==> config.mk <==
export PLATFORM = sky130hd
export DESIGN_NAME = ras_call_return_detect
export DESIGN_NICKNAME = d
export VERILOG_FILES = /design/src/rtl/ras_call_return_detect_pkg.sv /design/src/rtl/ras_call_return_detect_classify.sv /design/src/rtl/ras_call_return_detect.sv
export SDC_FILE = /design/constraint.sdc
export NUM_CORES = 1
export LEC_CHECK = 0
export CAP_MARGIN = 5
export CORE_ASPECT_RATIO = 1.25
export CORE_MARGIN = 2
export CORE_UTILIZATION = 35
export DETAILED_ROUTE_END_ITERATION = 10
export PLACE_DENSITY = 0.71
export SETUP_SLACK_MARGIN = 0.1
export SLEW_MARGIN = 20
export SYNTH_ARGS = -nofsm -noshare
export SYNTH_HDL_FRONTEND = slang
export SYNTH_HIERARCHICAL = 1
export SYNTH_SLANG_ARGS = --single-unit
==> constraint.sdc <==
create_clock -name clk -period 3.1 [get_ports clk]
set_clock_uncertainty 0.15 [all_clocks]
set_input_delay 0.775 -clock clk [delete_from_list [all_inputs] [get_ports clk]]
set_output_delay 0.775 -clock clk [all_outputs]
set_load 0.1 [all_outputs]
==> src/rtl/ras_call_return_detect_pkg.sv <==
// rtl/ras_call_return_detect_pkg.sv - RISC-V opcode constants, link-register test and RAS op type
package ras_call_return_detect_pkg;

  // RV32 major opcodes that matter to return-address prediction
  localparam logic [6:0] OPC_JAL    = 7'b1101111;
  localparam logic [6:0] OPC_JALR   = 7'b1100111;
  localparam logic [6:0] OPC_BRANCH = 7'b1100011;

  // Per-instruction RAS action: push a return address, pop one, and whether
  // the instruction is a speculative branch that needs a RAS checkpoint.
  typedef struct packed {
    logic push;
    logic pop;
    logic spec;
  } ras_op_t;

  // x1 (ra) and x5 (t0) are the architectural link registers
  function automatic logic is_link(input logic [4:0] r);
    return (r == 5'd1) || (r == 5'd5);
  endfunction

endpackage

==> src/rtl/ras_call_return_detect_classify.sv <==
// rtl/ras_call_return_detect_classify.sv - combinational call/return/coroutine classifier
module ras_instr_classify
  import ras_call_return_detect_pkg::*;
(
  input  logic [31:0] instr_i,
  output ras_op_t     op_o
);

  logic [6:0] opcode;
  logic [4:0] rd;
  logic [4:0] rs1;
  logic       rd_link;
  logic       rs1_link;
  logic       unused_instr_bits;

  assign opcode   = instr_i[6:0];
  assign rd       = instr_i[11:7];
  assign rs1      = instr_i[19:15];
  assign rd_link  = is_link(rd);
  assign rs1_link = is_link(rs1);

  // Immediate and funct3 fields play no part in the hint table
  assign unused_instr_bits = ^{instr_i[31:20], instr_i[14:12]};

  // Hint-table decode: a JALR popping and pushing the same link register is a
  // plain call (push only); different link registers form a coroutine swap.
  always_comb begin
    op_o = '0;
    unique case (opcode)
      OPC_JAL: begin
        op_o.push = rd_link;
      end
      OPC_JALR: begin
        op_o.spec = 1'b1;
        op_o.push = rd_link;
        op_o.pop  = rs1_link & (~rd_link | (rd != rs1));
      end
      OPC_BRANCH: begin
        op_o.spec = 1'b1;
      end
      default: begin
        op_o = '0;
      end
    endcase
  end

endmodule

==> src/rtl/ras_call_return_detect.sv <==
// rtl/ras_call_return_detect.sv - RAS strobe register stage, checkpoint tracking and fetch back-pressure
module ras_call_return_detect
  import ras_call_return_detect_pkg::*;
#(
  parameter int MAX_IDS = 8
) (
  input  logic        clk,
  input  logic        rst,
  input  logic        fetch_valid,
  output logic        fetch_ready,
  input  logic [31:0] fetch_pc,
  input  logic [31:0] fetch_instr,
  input  logic        fetch_flush,
  input  logic        early_branch_flush,
  input  logic        branch_retire_in,
  output logic        ras_push,
  output logic        ras_pop,
  output logic [31:0] ras_new_addr,
  output logic        ras_branch_fetched,
  output logic        ras_branch_retired
);

  localparam int CW = $clog2(MAX_IDS + 1);

  ras_op_t       op;
  logic          flush;
  logic          accept;
  logic          spec_accept;
  logic          retire_ok;

  logic [CW-1:0] count_q, count_d;
  logic          push_q, push_d;
  logic          pop_q, pop_d;
  logic          fetched_q, fetched_d;
  logic          retired_q, retired_d;
  logic [31:0]   addr_q, addr_d;

  ras_instr_classify u_classify (
    .instr_i (fetch_instr),
    .op_o    (op)
  );

  assign flush       = fetch_flush | early_branch_flush;
  assign fetch_ready = (count_q < CW'(MAX_IDS)) & ~fetch_flush;
  assign accept      = fetch_valid & fetch_ready;
  assign spec_accept = accept & op.spec;
  assign retire_ok   = branch_retire_in & (count_q != '0);

  // Outstanding checkpoints: a flush discards all of them and any same-cycle events
  always_comb begin
    count_d = count_q;
    if (flush) begin
      count_d = '0;
    end else if (spec_accept && !retire_ok) begin
      count_d = count_q + CW'(1);
    end else if (retire_ok && !spec_accept) begin
      count_d = count_q - CW'(1);
    end
  end

  // Next-state strobes; the return address only moves when a push is issued
  always_comb begin
    push_d    = accept & op.push & ~flush;
    pop_d     = accept & op.pop  & ~flush;
    fetched_d = spec_accept & ~flush;
    retired_d = retire_ok & ~flush;
    addr_d    = addr_q;
    if (push_d) begin
      addr_d = fetch_pc + 32'd4;
    end
  end

  // Single registered stage toward the RAS
  always_ff @(posedge clk or posedge rst) begin
    if (rst) begin
      count_q   <= '0;
      push_q    <= 1'b0;
      pop_q     <= 1'b0;
      fetched_q <= 1'b0;
      retired_q <= 1'b0;
      addr_q    <= '0;
    end else begin
      count_q   <= count_d;
      push_q    <= push_d;
      pop_q     <= pop_d;
      fetched_q <= fetched_d;
      retired_q <= retired_d;
      addr_q    <= addr_d;
    end
  end

  // A flush arriving one cycle after the accept kills that accept's strobes
  assign ras_push           = push_q    & ~flush;
  assign ras_pop            = pop_q     & ~flush;
  assign ras_branch_fetched = fetched_q & ~flush;
  assign ras_branch_retired = retired_q;
  assign ras_new_addr       = addr_q;

endmodule

==> run summary, run 1 <==
The flow ran to the end, and the final reports show no timing, DRC or antenna violations. The sum of negative setup slack is 0 ns. The headroom to the max-slew limit is 0.649. Yosys attributes the largest share of cell area to dfrtp_1, nand2_1, xor2_1. The average wire length per cell after detail routing is 13.1 microns. The via count is ~2000. The layout overhead on the synthesized area came out at 57.7%. The count of endpoints failing setup in the final report came out at 0. The number of levels in the clock H-tree came out at 2. The global-route usage over all layers came out at 0.165. The data required time of the critical path is 2.17 ns.

The number of antenna diodes is 0. The CTS buffer count came out at 5. The element type at the critical path end is an output pin. In this run the clock root is driven by a clkbuf_8. The largest net degree at the start of global routing came out at between 60 and 70. The library cells used most frequently in the layout, excluding fill and tap cells, are nand2_1, buf_4, clkdlybuf4s50_1, dfrtp_1. The number of nets at the end of the flow came out at roughly 420.

The cell accounting for the most synthesized area is dfrtp_1. The number of iterations in the first detailed-routing pass came out at 4. The area share of the largest cell type after synthesis is 0.451. The pin slew with the least headroom to its limit came out at 0.526 ns. The half-perimeter wire length of the detailed placement result is about 4300 microns.

The analysis attributes to cell leakage a power of about 1.6 nW. In this run the cell area measured after placement is 0.00327 sq mm. Routability-driven placement finished with a final weighted congestion of ~0.79. The clock insertion delay at the later pin of the skew report is about 0.29 ns. The detail route stage leaves a number of antenna-violating nets equal to 0. The cell family contributing the most delay on the critical path is buffers and inverters. The average via count per standard cell is 4.72. The number of maximum-capacitance constraint violations came out at 0. The first global-routing pass estimated between 8000 and 9000 microns of wire.

The fraction of the cycle the final worst path needs came out at 0.916. The clock passes through at most 2 buffers. The combined area of all synthesized cells is approximately 0.0022 sq mm.

The number of buffers inserted by port buffering came out at just over 90. TritonCTS built the clock tree. Clock-pin slew was measured on the worst setup and hold paths at 0.08 ns. Measured on the finished design, the core utilization comes to 0.567. The number of max-slew violations in the final report came out at 0. The placeable core region is about 0.0062 sq mm. Of all nets on the critical path, the largest fanout is 6.

The starting density of the core came out at 0.360. Traced cell by cell, the critical path runs through clkdlybuf4s50_1 -> nor2_2 -> and2_1 -> buf_12. The average footprint of a synthesized cell came out at approximately 9.3 sq um. The final hold slack is 0.331 ns.

In this run the power density over the cells is roughly 320 mW/mm^2. The total number of clock tree sinks is 40. The floorplan row count is 32. The routed design could run at a clock period as short as ~2.8 ns.

The detailed router finished its first iteration with 46 violations. In this design, the stage delay of the slowest critical-path cell is 0.51 ns. The die extent in y is just over 90 microns. The instance count after placement with tap cells included came out at approximately 420.

The horizontal die dimension came out at 75.2 microns. After detailed routing, the number of remaining DRC violations is 0. The worst path arrival time is between 1.5 and 2 ns. Setup repair after global routing left no endpoint under its margin. The critical path is of the in -> out type. The final cell count without fillers is 433. The worst setup path is launched from an input port.

Synthesis instantiated 32 different standard cells from the library. The worst hold path belongs to the class reg -> reg. The total length of routed wires is approximately 5700 microns. The share of the Yosys chip area taken by registers is 0.451. The number of instances in the synthesized netlist came out at ~240. The total die area is roughly 0.007 sq mm. The overflow left after global routing came out at 0.

Buffers inserted to repair hold after CTS numbered 0. The largest individual stage delay along the critical path comes from the cell clkdlybuf4s50_1. The count of final hold-check violations is 0. The synthesis warning total came out at 6. The peak supply drop came out at about 0.19 mV.

The number of global-route vias before repair came out at between 1500 and 2000. The post-route cell area is about 0.0035 sq mm. The sum of buffers and inverters on the critical path came out at 2. The peak clock frequency supported by timing is approximately 350 MHz. Counting every net in the synthesized netlist gives approximately 310.

The layout cell share with drive strength beyond 1 is 0.233. The synthesized flop and latch total is 40. The number of primary I/O pins came out at 107. The initial antenna violation count came out at 0. The library cell used most frequently in the layout, excluding fill and tap cells, is nand2_1.
stage by stage:
stage,setup WS (ns),power [mW]
4_1_cts,0.109,1.12
3_5_place_dp,-0.312,0.705
6_report,0.261,1.11
5_1_grt,0.115,1.16
2_1_floorplan,0.244,0.599
3_3_place_gp,-0.183,0.704
registers in the layout (all words and copies together) (netlist names):
signal	flops
ras_branch_retired	1
count_q	4
pop_q	1
push_q	1
ras_new_addr	32
fetched_q	1
layout make-up:
| type | count | area [sq um] |
|---|---|---|
| multi-input cells | 184 | 1230 |
| repair buffers | 110 | 1030 |
| well taps | 85 | 106 |
| flip-flops and latches | 40 | 1000 |
| clock buffers | 6 | 72.6 |
| inverters | 6 | 22.5 |
| clock inverters | 2 | 35.0 |
| fillers | 571 | 2670 |
routing by layer:
| layer | global-route usage | routed length [microns] | up-vias |
|---|---|---|---|
| met5 | 0 | 0 | - |
| met1 | 0.192 | 2190 | 930 |
| li1 | - | - | 1031 |
| met3 | 0.0388 | 398 | 13 |
| met4 | 0.0556 | 134 | 0 |
| met2 | 0.291 | 2940 | 70 |
final timing paths:
check / cells past startpoint / to / slack (ns) / startpoint
max reg2reg: 8 / count_q[3] / 0.44 / count_q[3]
max in group asynchronous: 3 / pop_q / 1.84 / rst
min reg2reg: 2 / ras_new_addr[1] / 0.33 / ras_new_addr[1]
max: 4 / ras_pop / 0.26 / fetch_flush
min in group asynchronous: 3 / ras_new_addr[31] / 0.74 / rst
min: 2 / ras_new_addr[1] / 0.33 / ras_new_addr[1]
kinds of logic (layout without fill, tap and decap cells):
kind of cell	after synthesis	count (layout)	share of synthesized area
adders and majority gates	4	4	0.0260
muxes	1	1	0.00451
xor gates and xnor gates	32	32	0.126
and+or+nand+nor	112	112	0.268
AOI/OAI and AO/OA	35	35	0.0976
buffers and inverters	15	124	0.0265
DFF	40	40	0.451
what timing repair did:
| action | in CTS | in global routing |
|---|---|---|
| pin swaps | 0 | 10 |
| buffers inserted | 0 | 4 |
| gates resized for setup | 2 | 16 |
| setup endpoints to repair | 2 | 6 |
| endpoints found under the hold margin | 0 | 0 |
| gates cloned | 0 | 0 |
cells in the mapped netlist:
| master | instances |
|---|---|
| nand3_1 | 12 |
| o41ai_4 | 1 |
| nor4b_2 | 3 |
| mux2i_1 | 1 |
| nand4_1 | 7 |
| ha_1 | 3 |
| a21oi_1 | 1 |
| a21boi_0 | 1 |
| nor4b_1 | 2 |
| nand3_2 | 1 |
| clkbuf_2 | 1 |
| nand2_1 | 52 |
| o21ai_1 | 9 |
| and4_1 | 2 |
| xnor2_1 | 12 |
| nor4_1 | 1 |
| nor4_4 | 2 |
| nor2_1 | 10 |
| o31a_1 | 1 |
| nor3_1 | 6 |
| buf_2 | 1 |
| fa_1 | 1 |
| nor2b_1 | 1 |
| xor2_1 | 20 |
| and3_1 | 7 |
| o21ai_0 | 20 |
| inv_1 | 6 |
| a21o_1 | 1 |
| clkbuf_1 | 7 |
| dfrtp_1 | 40 |
| and2_1 | 6 |
| a2111oi_2 | 1 |
report_power, final:
group / switching [mW] / internal [mW]
combinational: 0.0790 / 0.0919
sequential: 0.00152 / 0.523
clock: 0.176 / 0.239
worst reg2reg max path: stages, from the launching register on:
cell and delay (ns):
dfrtp_1 0.52, o41ai_4 0.60, nand2_1 0.18, buf_6 0.16
ha_4 0.21, a21o_1 0.20, a21oi_2 0.19, nor2_1 0.07
o31a_1 0.28
(Power assumes the default switching activity.)
==> inputs of run 2 (changes only) <==
--- a/config.mk
+++ b/config.mk
@@ -7,7 +7,7 @@
 export LEC_CHECK = 0
 export CAP_MARGIN = 5
 export CORE_ASPECT_RATIO = 1.25
-export CORE_MARGIN = 2
+export CORE_MARGIN = 4
 export CORE_UTILIZATION = 35
 export DETAILED_ROUTE_END_ITERATION = 10
 export PLACE_DENSITY = 0.71
==> run 2 against run 1 <==
Worst hold slack improved by 0.0011 ns. Global-route usage fell by 1.1 points. Routed wire length rose by 1.2%. Clock power fell by 15%. Sequential share of layout area rose by 0.45 points. First-iteration DRC count fell by 46%. Register-to-register slack improved by 0.09 ns. Critical path depth did not move. Maximum frequency fell by 1.1%. Final area fell by 1.5%.
==> run summary, run 2 (synthesis gave the netlist of run 1 again) <==
The biggest fanout along the worst timing path is 5. The number of max-slew violations in the final report is 0. The standby leakage power came out at roughly 1.6 nW.

The switching part of the total power is 0.241. For this design the top-level I/O count stands at between 100 and 150. The count of final hold-check violations came to 0. Hold repair after CTS inserted 0 buffers.

Across the run, the number of max-cap violations was 0. The count of endpoints failing setup in the final report is 0. The worst pin sits at a relative slew slack of 0.624.

The register with the most flip-flops in the layout has 32 of them. The routability congestion estimate from global placement came out at 0.792. The switching power summed over all nets is between 200 and 300 uW. The post-CTS setup buffer count is 0.

The pin slew with the least headroom to its limit came out at approximately 0.56 ns. The die covers about 0.0077 sq mm. The sum of buffers and inverters on the critical path came out at 2. The clock tree from TritonCTS is done.

The min-delay analysis places its worst path in the category reg -> reg. The element type at the critical path end is an output pin. The number of global-route vias before repair came out at between 2000 and 2500.

The total design power came out at approximately 1.0 mW. The half-perimeter wire length of the detailed placement result came out at 4520 microns. The kind of launch point of the worst setup path is an input port. The fraction of the cycle the final worst path needs came out at 0.926. On the final layout, the worst hold slack is roughly 0.33 ns.

The routed metal-1 wirelength is roughly 2200 microns. Dividing the detail-routed via count by the number of cells gives between 4 and 5. The library cell used most frequently in the layout, excluding fill and tap cells, is nand2_1. The critical path is of the in -> out type. The DRC violation count after routing came out at 0.

The floorplan has 32 rows. The count of routing violations after the opening detailed-route iteration is 25. The number of buffers inserted by port buffering is 91. The core utilization of the finished layout is 0.558.

The die extent in y is just under 100 microns. The CTS buffer count is 5. The highest metal layer used by the detailed router is met4. The delay of the slowest cell on the worst path came out at around 0.5 ns. The peak clock frequency supported by timing came out at around 350 MHz. The worst path arrival time is 1.94 ns.

The number of levels in the clock H-tree is 2. The detailed route wirelength on metal3 is around 410 microns. After detailed routing, the average wire length per cell comes to 13.4 microns. The internal power consumption came out at around 800 uW. The initial utilization of the core area, before any placement, comes to 0.360.

Across all setup checks in the final design, the least slack found is 0.231 ns. The first global-routing pass estimated roughly 9500 microns of wire. The portion of total power attributed to sequential cells is 0.501. The horizontal die dimension is slightly below 80 microns. Timing analysis after detailed placement gives a worst setup slack of -0.213 ns. The number of antenna diodes in the final layout is 0. Of the total power, the clock network draws 0.336. The tree is rooted in a clkbuf_8. The power per cell area is between 300 and 400 mW/mm^2. The worst path needs 2.87 ns of the cycle, external delays included. The clock insertion delay at the later pin of the skew report is ~0.28 ns. The number of iterations in the first detailed-routing pass came out at 4. The run finished with clean final reports. The number of nets at the end of the flow is 417.

The post-route cell area came out at about 0.0034 sq mm. The layout overhead on the synthesized area is 55.3%. The overflow left after global routing came out at 0. The total number of clock tree sinks is 40.

The number of filler instances in the final layout is 583. The placed cell area came out at 0.00327 sq mm. The initial antenna violation count is 0. Entering global routing, the biggest net connects 63 pins. Across the VDD grid, the largest voltage drop is 0.164 mV. The share of total power dissipated in combinational logic is 0.163. Across all layers, the routed design uses slightly above 2000 vias.

The worst-path cell with the longest stage delay is clkdlybuf4s50_1. Summed over all layers, the routed wires come to 5740 microns. The global-route usage over all layers came out at 0.154.

Traced cell by cell, the critical path runs through clkdlybuf4s50_1 -> nor2_2 -> and2_1 -> buf_12. In the layout the commonest cells are nand2_1, clkdlybuf4s50_1, buf_4, dfrtp_1. The placeable core region is between 0.006 and 0.007 sq mm. The clock transition at the registers of the reported paths came out at ~0.070 ns.

The data required time of the critical path is roughly 2.2 ns. The kind of cell with the highest combined delay along the critical path is buffers and inverters. Setup repair after global routing left no endpoint under its margin. The detailed route wirelength on metal2 is roughly 3000 microns. The remaining antenna violation count after routing came out at 0.

The maximum root-to-sink buffer count is 2. The layout cell share with drive strength beyond 1 is 0.218.
[run 2: cell types whose count changed in the layout (fill, tap and decap cells not counted), sizes merged]
cell	change
buf	-4
clkbuf	+2
bufinv	-1
clkinv	-1
[run 2: worst min-delay path, cell delays in order (launching register included)]
cell and delay [ns]:
dfrtp_1 0.35, nand2_1 0.05, nand2_1 0.06
[run 2: layout make-up]
class | count | area (sq um) | share of cell area
clock buffers | 8 | 90.1 | 0.0262
flip-flops and latches | 40 | 1000 | 0.291
multi-input cells | 184 | 1230 | 0.356
well taps | 85 | 106 | 0.0309
inverters | 6 | 22.5 | 0.00654
repair buffers | 106 | 997 | 0.290
[run 2: final timing paths]
check / to / slack, ns / depth (start not counted) / from
setup / recovery: ras_branch_fetched / 0.23 / 4 / fetch_flush
hold / removal: ras_new_addr[1] / 0.33 / 2 / ras_new_addr[1]
setup reg to reg: count_q[3] / 0.53 / 7 / count_q[3]
hold reg to reg: ras_new_addr[1] / 0.33 / 2 / ras_new_addr[1]
max in group asynchronous: ras_new_addr[13] / 1.81 / 3 / rst
min in group asynchronous: ras_new_addr[29] / 0.72 / 3 / rst
[run 2: repair_timing]
action                     4_1_cts  5_1_grt
pin swaps                        0       10
setup endpoints to repair        1        6
gates resized for setup          1       15
[run 2: per-layer routing]
metal,vias up,track usage
met3,6,0.0354
met2,65,0.286
met4,0,0.0476
met5,-,0
li1,1018,-
met1,952,0.168
[run 2: per-stage QoR]
stage	instances	setup TNS [ns]
6_report	429	0
5_1_grt	429	0
4_1_cts	429	0
3_5_place_dp	421	-0.511
3_3_place_gp	421	-0.271
2_1_floorplan	239	0
[run 2: power groups by stage]
stage          Sequential [mW]  Clock, mW  Combinational, mW
6_report                 0.525      0.353              0.170
5_1_grt                  0.525      0.387              0.185
4_1_cts                  0.525      0.370              0.171
3_5_place_dp             0.535          0              0.171
3_3_place_gp             0.535          0              0.169
2_1_floorplan            0.549          0             0.0502
==> inputs of run 3 (changes only) <==
--- a/config.mk
+++ b/config.mk
@@ -10,6 +10,7 @@
 export CORE_MARGIN = 4
 export CORE_UTILIZATION = 35
 export DETAILED_ROUTE_END_ITERATION = 10
+export HOLD_SLACK_MARGIN = 0.1
 export PLACE_DENSITY = 0.71
 export SETUP_SLACK_MARGIN = 0.1
 export SLEW_MARGIN = 20
==> results of run 3 <==
The final DEF is identical to that of run 2; final timing and power are the same.
